===== src/rtl/mips_pkg.sv =====
// Shared encodings for the multicycle MIPS controller: opcodes, FSM states,
// mux/ALU select codes and the bundled control-output struct.
package mips_pkg;

  localparam logic [5:0] OP_RTYPE = 6'b000000;
  localparam logic [5:0] OP_LW    = 6'b100011;
  localparam logic [5:0] OP_SW    = 6'b101011;
  localparam logic [5:0] OP_BEQ   = 6'b000100;
  localparam logic [5:0] OP_J     = 6'b000010;
  localparam logic [5:0] OP_ADDI  = 6'b001000;
  localparam logic [5:0] OP_ANDI  = 6'b001100;

  typedef enum logic [3:0] {
    S_FETCH  = 4'd0,
    S_DECODE = 4'd1,
    S_MEMADR = 4'd2,
    S_MEMRD  = 4'd3,
    S_MEMWB  = 4'd4,
    S_MEMWR  = 4'd5,
    S_EXEC   = 4'd6,
    S_ALUWB  = 4'd7,
    S_BRANCH = 4'd8,
    S_JUMP   = 4'd9,
    S_IEXEC  = 4'd10,
    S_IWB    = 4'd11
  } state_t;

  localparam logic [1:0] ALU_ADD   = 2'b00;
  localparam logic [1:0] ALU_SUB   = 2'b01;
  localparam logic [1:0] ALU_FUNCT = 2'b10;
  localparam logic [1:0] ALU_AND   = 2'b11;

  localparam logic [1:0] SRCB_REGB  = 2'b00;
  localparam logic [1:0] SRCB_FOUR  = 2'b01;
  localparam logic [1:0] SRCB_IMM   = 2'b10;
  localparam logic [1:0] SRCB_IMMSH = 2'b11;

  localparam logic [1:0] PC_ALU    = 2'b00;
  localparam logic [1:0] PC_ALUOUT = 2'b01;
  localparam logic [1:0] PC_JUMP   = 2'b10;

  typedef struct packed {
    logic       pcEn;
    logic       iorD;
    logic       memRead;
    logic       memWrite;
    logic       irWrite;
    logic       regDst;
    logic       memtoReg;
    logic       regWrite;
    logic       aluSrcA;
    logic [1:0] aluSrcB;
    logic [1:0] aluOp;
    logic [1:0] pcSource;
    logic       instrDone;
  } ctrl_t;

  function automatic logic op_known(input logic [5:0] op);
    return (op == OP_RTYPE) || (op == OP_LW) || (op == OP_SW) || (op == OP_BEQ) ||
           (op == OP_J) || (op == OP_ADDI) || (op == OP_ANDI);
  endfunction

  function automatic logic [1:0] imm_aluop(input logic [5:0] op);
    return (op == OP_ANDI) ? ALU_AND : ALU_ADD;
  endfunction

endpackage


===== src/rtl/mc_out_decode.sv =====
// Combinational control-output decode from current state; memReady and zero
// feed straight through so handshakes complete in the presenting cycle.
import mips_pkg::*;

module mc_out_decode (
  input  state_t     i_state,
  input  logic [5:0] i_opcode,
  input  logic       i_zero,
  input  logic       i_memReady,
  output ctrl_t      o_ctrl
);

  always_comb begin
    o_ctrl = '0;
    case (i_state)
      S_FETCH: begin
        o_ctrl.memRead = 1'b1;
        o_ctrl.aluSrcB = SRCB_FOUR;
        o_ctrl.irWrite = i_memReady;
        o_ctrl.pcEn    = i_memReady;
      end
      S_DECODE: begin
        o_ctrl.aluSrcB   = SRCB_IMMSH;
        o_ctrl.instrDone = ~op_known(i_opcode);
      end
      S_MEMADR: begin
        o_ctrl.aluSrcA = 1'b1;
        o_ctrl.aluSrcB = SRCB_IMM;
      end
      S_MEMRD: begin
        o_ctrl.memRead = 1'b1;
        o_ctrl.iorD    = 1'b1;
      end
      S_MEMWB: begin
        o_ctrl.regWrite  = 1'b1;
        o_ctrl.memtoReg  = 1'b1;
        o_ctrl.instrDone = 1'b1;
      end
      S_MEMWR: begin
        o_ctrl.memWrite  = 1'b1;
        o_ctrl.iorD      = 1'b1;
        o_ctrl.instrDone = i_memReady;
      end
      S_EXEC: begin
        o_ctrl.aluSrcA = 1'b1;
        o_ctrl.aluOp   = ALU_FUNCT;
      end
      S_ALUWB: begin
        o_ctrl.regWrite  = 1'b1;
        o_ctrl.regDst    = 1'b1;
        o_ctrl.instrDone = 1'b1;
      end
      S_BRANCH: begin
        o_ctrl.aluSrcA   = 1'b1;
        o_ctrl.aluOp     = ALU_SUB;
        o_ctrl.pcSource  = PC_ALUOUT;
        o_ctrl.pcEn      = i_zero;
        o_ctrl.instrDone = 1'b1;
      end
      S_JUMP: begin
        o_ctrl.pcSource  = PC_JUMP;
        o_ctrl.pcEn      = 1'b1;
        o_ctrl.instrDone = 1'b1;
      end
      S_IEXEC: begin
        o_ctrl.aluSrcA = 1'b1;
        o_ctrl.aluSrcB = SRCB_IMM;
        o_ctrl.aluOp   = imm_aluop(i_opcode);
      end
      S_IWB: begin
        o_ctrl.regWrite  = 1'b1;
        o_ctrl.aluOp     = imm_aluop(i_opcode);
        o_ctrl.instrDone = 1'b1;
      end
      default: o_ctrl = '0;
    endcase
  end

endmodule


===== src/rtl/multicycle_ctrl.sv =====
// Multicycle MIPS control FSM: state register and next-state logic; outputs
// come from mc_out_decode and are forced low asynchronously while rst is high.
import mips_pkg::*;

module multicycle_ctrl (
  input  logic       clk,
  input  logic       rst,
  input  logic [5:0] opcode,
  input  logic       zero,
  input  logic       memReady,
  output logic       pcEn,
  output logic       iorD,
  output logic       memRead,
  output logic       memWrite,
  output logic       irWrite,
  output logic       regDst,
  output logic       memtoReg,
  output logic       regWrite,
  output logic       aluSrcA,
  output logic [1:0] aluSrcB,
  output logic [1:0] aluOp,
  output logic [1:0] pcSource,
  output logic       instrDone,
  output logic [3:0] state
);

  state_t r_state;
  ctrl_t  w_ctrl;
  ctrl_t  w_out;

  always_ff @(posedge clk or posedge rst) begin
    if (rst) begin
      r_state <= S_FETCH;
    end else begin
      case (r_state)
        S_FETCH:  if (memReady) r_state <= S_DECODE;
        S_DECODE: begin
          case (opcode)
            OP_RTYPE:        r_state <= S_EXEC;
            OP_LW, OP_SW:    r_state <= S_MEMADR;
            OP_BEQ:          r_state <= S_BRANCH;
            OP_J:            r_state <= S_JUMP;
            OP_ADDI, OP_ANDI: r_state <= S_IEXEC;
            default:         r_state <= S_FETCH;
          endcase
        end
        S_MEMADR: r_state <= (opcode == OP_SW) ? S_MEMWR : S_MEMRD;
        S_MEMRD:  if (memReady) r_state <= S_MEMWB;
        S_MEMWR:  if (memReady) r_state <= S_FETCH;
        S_EXEC:   r_state <= S_ALUWB;
        S_IEXEC:  r_state <= S_IWB;
        default:  r_state <= S_FETCH;
      endcase
    end
  end

  mc_out_decode u_dec (
    .i_state    (r_state),
    .i_opcode   (opcode),
    .i_zero     (zero),
    .i_memReady (memReady),
    .o_ctrl     (w_ctrl)
  );

  // Gating on rst directly keeps strobes low even before the state register settles.
  assign w_out     = rst ? '0 : w_ctrl;
  assign pcEn      = w_out.pcEn;
  assign iorD      = w_out.iorD;
  assign memRead   = w_out.memRead;
  assign memWrite  = w_out.memWrite;
  assign irWrite   = w_out.irWrite;
  assign regDst    = w_out.regDst;
  assign memtoReg  = w_out.memtoReg;
  assign regWrite  = w_out.regWrite;
  assign aluSrcA   = w_out.aluSrcA;
  assign aluSrcB   = w_out.aluSrcB;
  assign aluOp     = w_out.aluOp;
  assign pcSource  = w_out.pcSource;
  assign instrDone = w_out.instrDone;
  assign state     = r_state;

endmodule


===== config.mk =====
export PLATFORM = sky130hd
export DESIGN_NAME = multicycle_ctrl
export DESIGN_NICKNAME = d
export VERILOG_FILES = /design/src/rtl/mips_pkg.sv /design/src/rtl/mc_out_decode.sv /design/src/rtl/multicycle_ctrl.sv
export SDC_FILE = /design/constraint.sdc
export NUM_CORES = 1
export LEC_CHECK = 0
export CORE_MARGIN = 2
export CORE_UTILIZATION = 42
export CTS_CLUSTER_DIAMETER = 60
export DETAILED_ROUTE_END_ITERATION = 10
export PLACE_DENSITY = 0.84
export RECOVER_POWER = 25
export SLEW_MARGIN = 20
export SYNTH_ARGS = -nofsm -noshare
export SYNTH_HDL_FRONTEND = slang
export SYNTH_SLANG_ARGS = --single-unit

===== constraint.sdc =====
create_clock -name clk -period 3.1 [get_ports clk]
set_input_delay 0.465 -clock clk [delete_from_list [all_inputs] [get_ports clk]]
set_output_delay 0.465 -clock clk [all_outputs]
set_load 0.005 [all_outputs]

* Word-level counts from Yosys, hierarchy flattened
Index checks and enable logic that the tools add are counted.
** Storage, ports and cells
- Output and inout port bits :: 20
- Logic and storage cells :: 61
- Bits in registers :: 4
** Cells by class
- Mux-type cells :: 21
- Eq/ne operators :: 20
- Bitwise logic cells :: 1
- Reduce and logical (&&, ||, !) cells :: 18
** Operator list (number)
- $pmux 4 s7 :: 1
- $pmux 4 s5 :: 1
- $eq 4x3->1 const B :: 4
- $eq 4x4->1 const B :: 4
- $mux 16 :: 1
- $eq 6x4->1 const B :: 2
- $eq 6x6->1 const B :: 2
- $mux 4 :: 3
- $pmux 2 s3 :: 2
- $reduce_or 2->1 :: 6
- $eq 4x2->1 const B :: 2
- $mux 1 :: 8
- $eq 6x2->1 const B :: 1
- $eq 6x3->1 const B :: 1
- $logic_not 6->1 :: 1
- $logic_or 1x1->1 :: 6
- $ne 2x2->1 const B :: 3
- $pmux 1 s3 :: 2
- $reduce_or 5->1 :: 1
- $eq 4x1->1 const B :: 1
- $logic_not 4->1 :: 1
- $pmux 2 s2 :: 1
- $reduce_or 4->1 :: 1
- $mux 3 :: 1
- other kinds (4) :: 4

* Longest topological paths before layout
Gate-level depths: netlist of the first run.
- Depth after elaboration :: 10
- Depth in mapped cells :: 5
- Gate-level depth less buffers :: 4

* Cells and area by module
Synthesis of the first run repeated with hierarchy kept, for this count alone.
** Second synthesis, totals
- Cell total of the unflattened synthesis :: 107
- Area, all modules :: 705.7 µm²
** By module, submodules not included
- multicycle_ctrl :: area an instance 437.9 µm², seq. area each 100.1 µm², cells an instance 59, times used 1
- mc_out_decode :: area an instance 267.8 µm², seq. area each 0.0 µm², cells an instance 48, times used 1

* Worst setup path before layout of the first run
No wires, ideal clock.
- Path kind :: in2out
- Start :: input port opcode[3]
- End :: output port instrDone
- Path buffers :: 0
- Required time :: 2.635 ns
- Arrival :: 1.134 ns
- Stages on the path :: 4
- Path slack :: 1.501 ns
- Cell sequence :: o21ai_0 nand2_1 a211o_1 and3_1
** Between the ends
- Word-level cells in the longest chain between the ends :: 10
** Ends and longest elaborated chain
- from (decl) :: line multicycle_ctrl.sv:8 : input logic [5:0] opcode,
- $eq 6x6->1 or $logic_not 6->1 (tied branches) :: line mips_pkg.sv:59 : return (op == OP_RTYPE) || (op == OP_LW) || (op == OP_SW) || (op == OP_BEQ) ||
- $logic_or 1x1->1 (4 in a row) :: line mips_pkg.sv:59
- $logic_or 1x1->1 :: line mips_pkg.sv:60 : (op == OP_J) || (op == OP_ADDI) || (op == OP_ANDI);
- $logic_or 1x1->1 * :: line mips_pkg.sv:60
- $not 1->1 * :: line mc_out_decode.sv:24 : o_ctrl.instrDone = ~op_known(i_opcode);
- $pmux 1 s3 * :: line mc_out_decode.sv:15 : case (i_state)
- $mux 16 * :: line multicycle_ctrl.sv:66 : assign w_out = rst ? '0 : w_ctrl;
- to (decl) :: line multicycle_ctrl.sv:23 : output logic instrDone,
Every way passes the cells marked *; elsewhere a longest branch is shown, timed or not.

* Final worst setup path of the first run
- Start :: input port opcode[1]
- End :: output port aluOp[0]
** Between the ends
- Word-level cells in the longest chain between the ends :: 4
** Ends and longest elaborated chain
- $eq 6x4->1 :: line mips_pkg.sv:64 : return (op == OP_ANDI) ? ALU_AND : ALU_ADD;
- $mux 2 :: line mips_pkg.sv:64
- $pmux 2 s3 :: line mc_out_decode.sv:15
- $mux 16 :: line multicycle_ctrl.sv:66
- to (decl) :: line multicycle_ctrl.sv:21 : output logic [1:0] aluOp,
Every way passes these cells.

==> flow_summary.toml, run 1 <==
[status]
status = "completed"

[detailed_routing]
viasPerCell = 5.77
vias = 767
wirelength_mm = 1.71
avgRoutedWirePerCell_um = 12.9
drt-pass1-iter-count = 4
drt_iter0_drc = 14
drc = 0
antenna_left = 0

[placed_design]
portBuffers = 29
dpl-instance-area_sq_um = 901
dp_hpwl_mm = 1.32
place.gp.congestion = 0.868

[worst_setup_path]
crit_required_ns = 2.63
r2r_end = "state[0]"
rrSetupSlack_ns = 1.43
r2r_start = "state[0]"
cp-end-kind = "output pin"
start_kind = "input port"
r2r_cells = 4
critPathMaxFanout = 5
crit_type = "input port to output pin"
crit_arrival_ns = 2.35

[synthesis]
synth.cell_area_sq_um = 613
ys_seq_area_share_pct = 16.3
ys_ff_latch = 4
synth.distinct_cells = 40
yosys_warnings = 0
netlist_instances = 90
synth_nets = 100
syn_area_per_cell_sq_um = 6.81

[floorplan]
die_w_um = 42.2
floorplan.initialDensity_pct = 46.0
core_sq_mm = 0.00133
rows = 13
die_h_um = 42.2
die_area_sq_mm = 0.00178
io_pins = 30

[cells_and_area]
layout-drive-gt1-share_pct = 6.78
nNetsFinal = 130
fin_area_sq_um = 906
antennaDiodeCount = 0
area_growth_syn_to_layout_pct = 47.8
layout_common_cells = "clkdlybuf4s50_1 (28), nor2_1 (14), nor3_1 (10)"
final_common_cell = "clkdlybuf4s50_1"
largest_register_ffs = 4

[clocking]
cts_num_sinks = 4
clockRootBuffer = "clkbuf_4"
holdBufCountCts = 0
path_clk_slew_ns = 0.04
clk_latency_ns = 0.23
cts_setup_buffers = 0
htreeDepth = 1
clockBufferDepth = 2
cts_made_buffers = 3
cts_resized = 0
cts_tree = "done"

[sta]
fin_tns_setup_ns = 0
hold_viol = 0
slew-limit-headroom_pct = 68.6
fin_skew_ns = 0.00450
setup_viol = 0
drv_slew = 0
finalCritPeriodShare_pct = 90.9
maxClockFrequency_mhz = 355
worst_pin_slew_ns = 0.467
finalCriticalPeriod_ns = 2.82
rsz0062_at_grt = "no"

[global_route]
grt_pass1_vias = 707
grt_antenna_before_repair = 0
grt_max_degree = 17
grt_pass1_wl_mm = 3.05
track_usage_pct = 21.8
grt-ovfl-total = 0

[pwr]
p_per_area_mw_per_mm2 = 580
vdd.ir_drop.worst_uv = 318
p_leak_uw = 0.000330

[hold_path]
hp-class = "input port to async pin"

[flow_run]
drv_cap = 0
-- routing by layer --
metal | global-route usage, % | share of wire (%) | vias up
met4 | 4.38 | 0 | 0
met5 | 0 | 0 | -
met1 | 25.8 | 44 | 350
met2 | 37.2 | 48 | 30
met3 | 8.19 | 7.2 | 0
li1 | - | - | 387
-- final cells by class --
type                       count  area [sq um]
timing repair buffer          31           305
tap                           15          18.8
sequential                     4           100
fill                         127           428
multi-input combinational     76           444
clock buffer                   3          22.5
inverter                       4          15.0
-- stage by stage --
stage | hold slack [ns] | power [uW] | util, % | setup WS, ns | std cells
6_report | 0.613 | 525 | 67.9 | 0.283 | 133
5_1_grt | 0.620 | 578 | 67.9 | 0.124 | 133
4_1_cts | 0.483 | 530 | 69.2 | 0.425 | 133
3_5_place_dp | 0.726 | 463 | 67.5 | 0.426 | 130
3_3_place_gp | 0.714 | 461 | 67.5 | 0.453 | 130
2_1_floorplan | 0.458 | 328 | - | 1.50 | 90
-- worst max-delay path by stage --
stage | start | endpoint | slack (ns) | depth (start not counted)
final | opcode[1] | aluOp[0] | 0.28 | 5
after global routing | opcode[1] | aluOp[0] | 0.12 | 5
after CTS | opcode[3] | aluOp[0] | 0.43 | 6
after detailed placement | opcode[3] | aluOp[0] | 0.43 | 6
after global placement | opcode[4] | aluOp[0] | 0.45 | 6
after floorplan | opcode[3] | instrDone | 1.50 | 4
-- synth_stat cells --
cell type,count,area (sq um)
nand3_1,1,5.00
a311oi_1,1,8.76
or3_1,1,6.26
inv_1,3,11.3
or3b_1,1,8.76
nor2_1,14,52.6
a31oi_1,1,6.26
nor4_1,1,6.26
o22ai_1,3,18.8
dfrtp_1,4,100
mux2_2,1,11.3
nand4b_1,1,8.76
o21a_1,1,7.51
buf_4,3,22.5
nor4b_1,1,8.76
o211ai_2,1,12.5
o21ai_0,2,10.0
clkinv_1,1,3.75
o21ai_2,1,8.76
nor4_2,1,12.5
a211oi_1,3,22.5
clkbuf_1,1,3.75
nor3_4,1,16.3
o31ai_1,1,7.51
a211o_1,1,8.76
nand4_1,1,6.26
or2_1,1,6.26
a21oi_1,3,15.0
buf_2,2,10.0
nand2_1,8,30.0
nor2b_1,2,12.5
and3_1,1,6.26
o21ai_1,1,5.00
a32oi_1,1,8.76
nand2b_1,7,43.8
nor3_1,9,45.0
a21o_1,1,7.51
xnor2_1,1,8.76
nor3b_1,1,7.51
a2111o_1,1,11.3
-- critical path, cell delays in order --
cell and delay (ns):
clkdlybuf4s50_1 0.48, nor3_1 0.45, nand4_1 0.18, a211oi_1 0.25
clkdlybuf4s50_1 0.53
-- report_power, final --
part	leakage, uW	total, uW	internal (uW)	switching (uW)
registers	0.0000536	129	67.8	60.9
clock network	0.0000138	64.2	43.3	20.9
logic	0.000263	332	186	146
total	0.000330	525	297	228
-- kinds of logic (layout without fill, tap and decap cells) --
logic type | after synthesis | after routing | synth area share (%)
xor gates and xnor gates | 1 | 1 | 1.43
DFF | 4 | 4 | 16.3
and+or+nand+nor | 52 | 52 | 46.1
buffers and inverters | 10 | 38 | 8.37
muxes | 1 | 1 | 1.84
AOI/OAI and AO/OA | 22 | 22 | 25.9
No activity file was read; power rests on OpenSTA's default activity.
==> run 2, diff against run 1 <==
--- a/config.mk
+++ b/config.mk
@@ -6,10 +6,10 @@
 export NUM_CORES = 1
 export LEC_CHECK = 0
 export CORE_MARGIN = 2
-export CORE_UTILIZATION = 42
+export CORE_UTILIZATION = 39
 export CTS_CLUSTER_DIAMETER = 60
 export DETAILED_ROUTE_END_ITERATION = 10
-export PLACE_DENSITY = 0.84
+export PLACE_DENSITY = 0.79
 export RECOVER_POWER = 25
 export SLEW_MARGIN = 20
 export SYNTH_ARGS = -nofsm -noshare
==> constraint.sdc (replaced) <==
create_clock -name clk -period 2.8 [get_ports clk]
set_input_delay 0.42 -clock clk [delete_from_list [all_inputs] [get_ports clk]]
set_output_delay 0.42 -clock clk [all_outputs]
set_load 0.005 [all_outputs]
==> flow_summary.toml, run 2 (synthesis results as in run 1) <==
[status]
status = "completed"

[worst_setup_path]
critPathMaxFanout = 5
r2r_cells = 4
cp-end-kind = "output pin"
crit_required_ns = 2.38
start_kind = "input port"
crit_type = "input port to output pin"
crit_arrival_ns = 2.22

[detailed_routing]
avgRoutedWirePerCell_um = 13.3
drt_iter0_drc = 19
antenna_left = 0
wirelength_mm = 1.81
drc = 0
drt-pass1-iter-count = 4
viasPerCell = 5.72
vias = 778

[sta]
rsz0062_at_grt = "no"
setup_viol = 0
worst_pin_slew_ns = 0.469
slew-limit-headroom_pct = 68.7
drv_slew = 0
fin_skew_ns = 0.00384
maxClockFrequency_mhz = 379
fin_tns_setup_ns = 0
hold_viol = 0
finalCritPeriodShare_pct = 94.2
finalCriticalPeriod_ns = 2.64

[clocking]
cts_made_buffers = 3
clk_latency_ns = 0.23
clockRootBuffer = "clkbuf_4"
clockBufferDepth = 2
cts_tree = "done"
path_clk_slew_ns = 0.04
cts_num_sinks = 4
htreeDepth = 1

[cells_and_area]
antennaDiodeCount = 0
layout_common_cells = "clkdlybuf4s50_1 (27), nor2_1 (14), nor3_1 (9)"
largest_register_ffs = 4
final_common_cell = "clkdlybuf4s50_1"
multi_input_area_sq_um = 462
layout-drive-gt1-share_pct = 9.17
seq_area_sq_um = 100
nFillCells = 144
nNetsFinal = 132
fin_util_pct = 63.0
area_growth_syn_to_layout_pct = 53.1

[placed_design]
dp_hpwl_mm = 1.43
portBuffers = 29
place.gp.congestion = 0.923

[floorplan]
rows = 14
floorplan.initialDensity_pct = 41.2
io_pins = 30
core_sq_mm = 0.00149
die_w_um = 43.7
die_area_sq_mm = 0.00191
die_h_um = 43.7

[pwr]
total_power_uw = 592
p_per_area_mw_per_mm2 = 631
p_leak_uw = 0.000350
vdd.ir_drop.worst_uv = 452

[hold_path]
min_path_cells = 1
hp-class = "register to register"

[global_route]
grt-ovfl-total = 0
grt_pass1_vias = 722
grt_pass1_wl_mm = 3.20
grt_antenna_before_repair = 0
track_usage_pct = 22.0
grt_max_degree = 17

[flow_run]
drv_cap = 0
-- run 2: worst max-delay path, stage by stage --
cell and delay [ns]:
clkdlybuf4s50_1 0.49, nand2b_1 0.24, nor2_1 0.13, nand4_1 0.14
a211oi_1 0.26, clkdlybuf4s50_1 0.53
-- run 2: area by class of cell --
| class | instances | area share (%) |
|---|---|---|
| multi-input cells | 76 | 49.2 |
| repair buffers | 33 | 34.0 |
| flip-flops and latches | 4 | 10.7 |
| clock buffers | 3 | 2.40 |
| well taps | 16 | 2.13 |
| inverters | 4 | 1.60 |
-- run 2: per-stage QoR --
step / area [sq um] / setup WS (ns) / hold WS [ns] / std cells
floorplan: 613 / 1.26 / 0.413 / 90
global placement: 917 / 0.215 / 0.727 / 133
detailed placement: 917 / 0.178 / 0.707 / 133
CTS: 940 / 0.181 / 0.615 / 136
global route: 938 / 0.00953 / 0.767 / 136
finish: 938 / 0.164 / 0.723 / 136
-- run 2: what timing repair did --
action                                  CTS  global route
hold buffers                              0             0
setup buffers                             0             0
endpoints found under the setup margin    0             1
resized for setup                         0             1
-- run 2: report_power, final --
part           total (uW)  switching [uW]  internal (uW)  leakage (uW)
logic                 384             173            211      0.000282
registers             138            62.9           75.2     0.0000536
clock network        70.3            22.4           47.9     0.0000138
-- run 2: layer usage --
metal	track usage [%]	share of wire, %	vias up
li1	-	-	391
met2	32.9	47	36
met4	14.5	1.2	0
met1	29.3	45	347
met5	0	0	-
met3	2.92	7.1	4
-- run 2: final timing paths --
kind / from / end / slack (ns)
max: opcode[4] / aluOp[0] / 0.16
min: state[3] / state[2] / 0.72
max reg2reg: state[1] / state[0] / 1.15
min reg2reg: state[3] / state[2] / 0.72
max in group asynchronous: rst / state[1] / 1.87
min in group asynchronous: rst / state[2] / 0.76
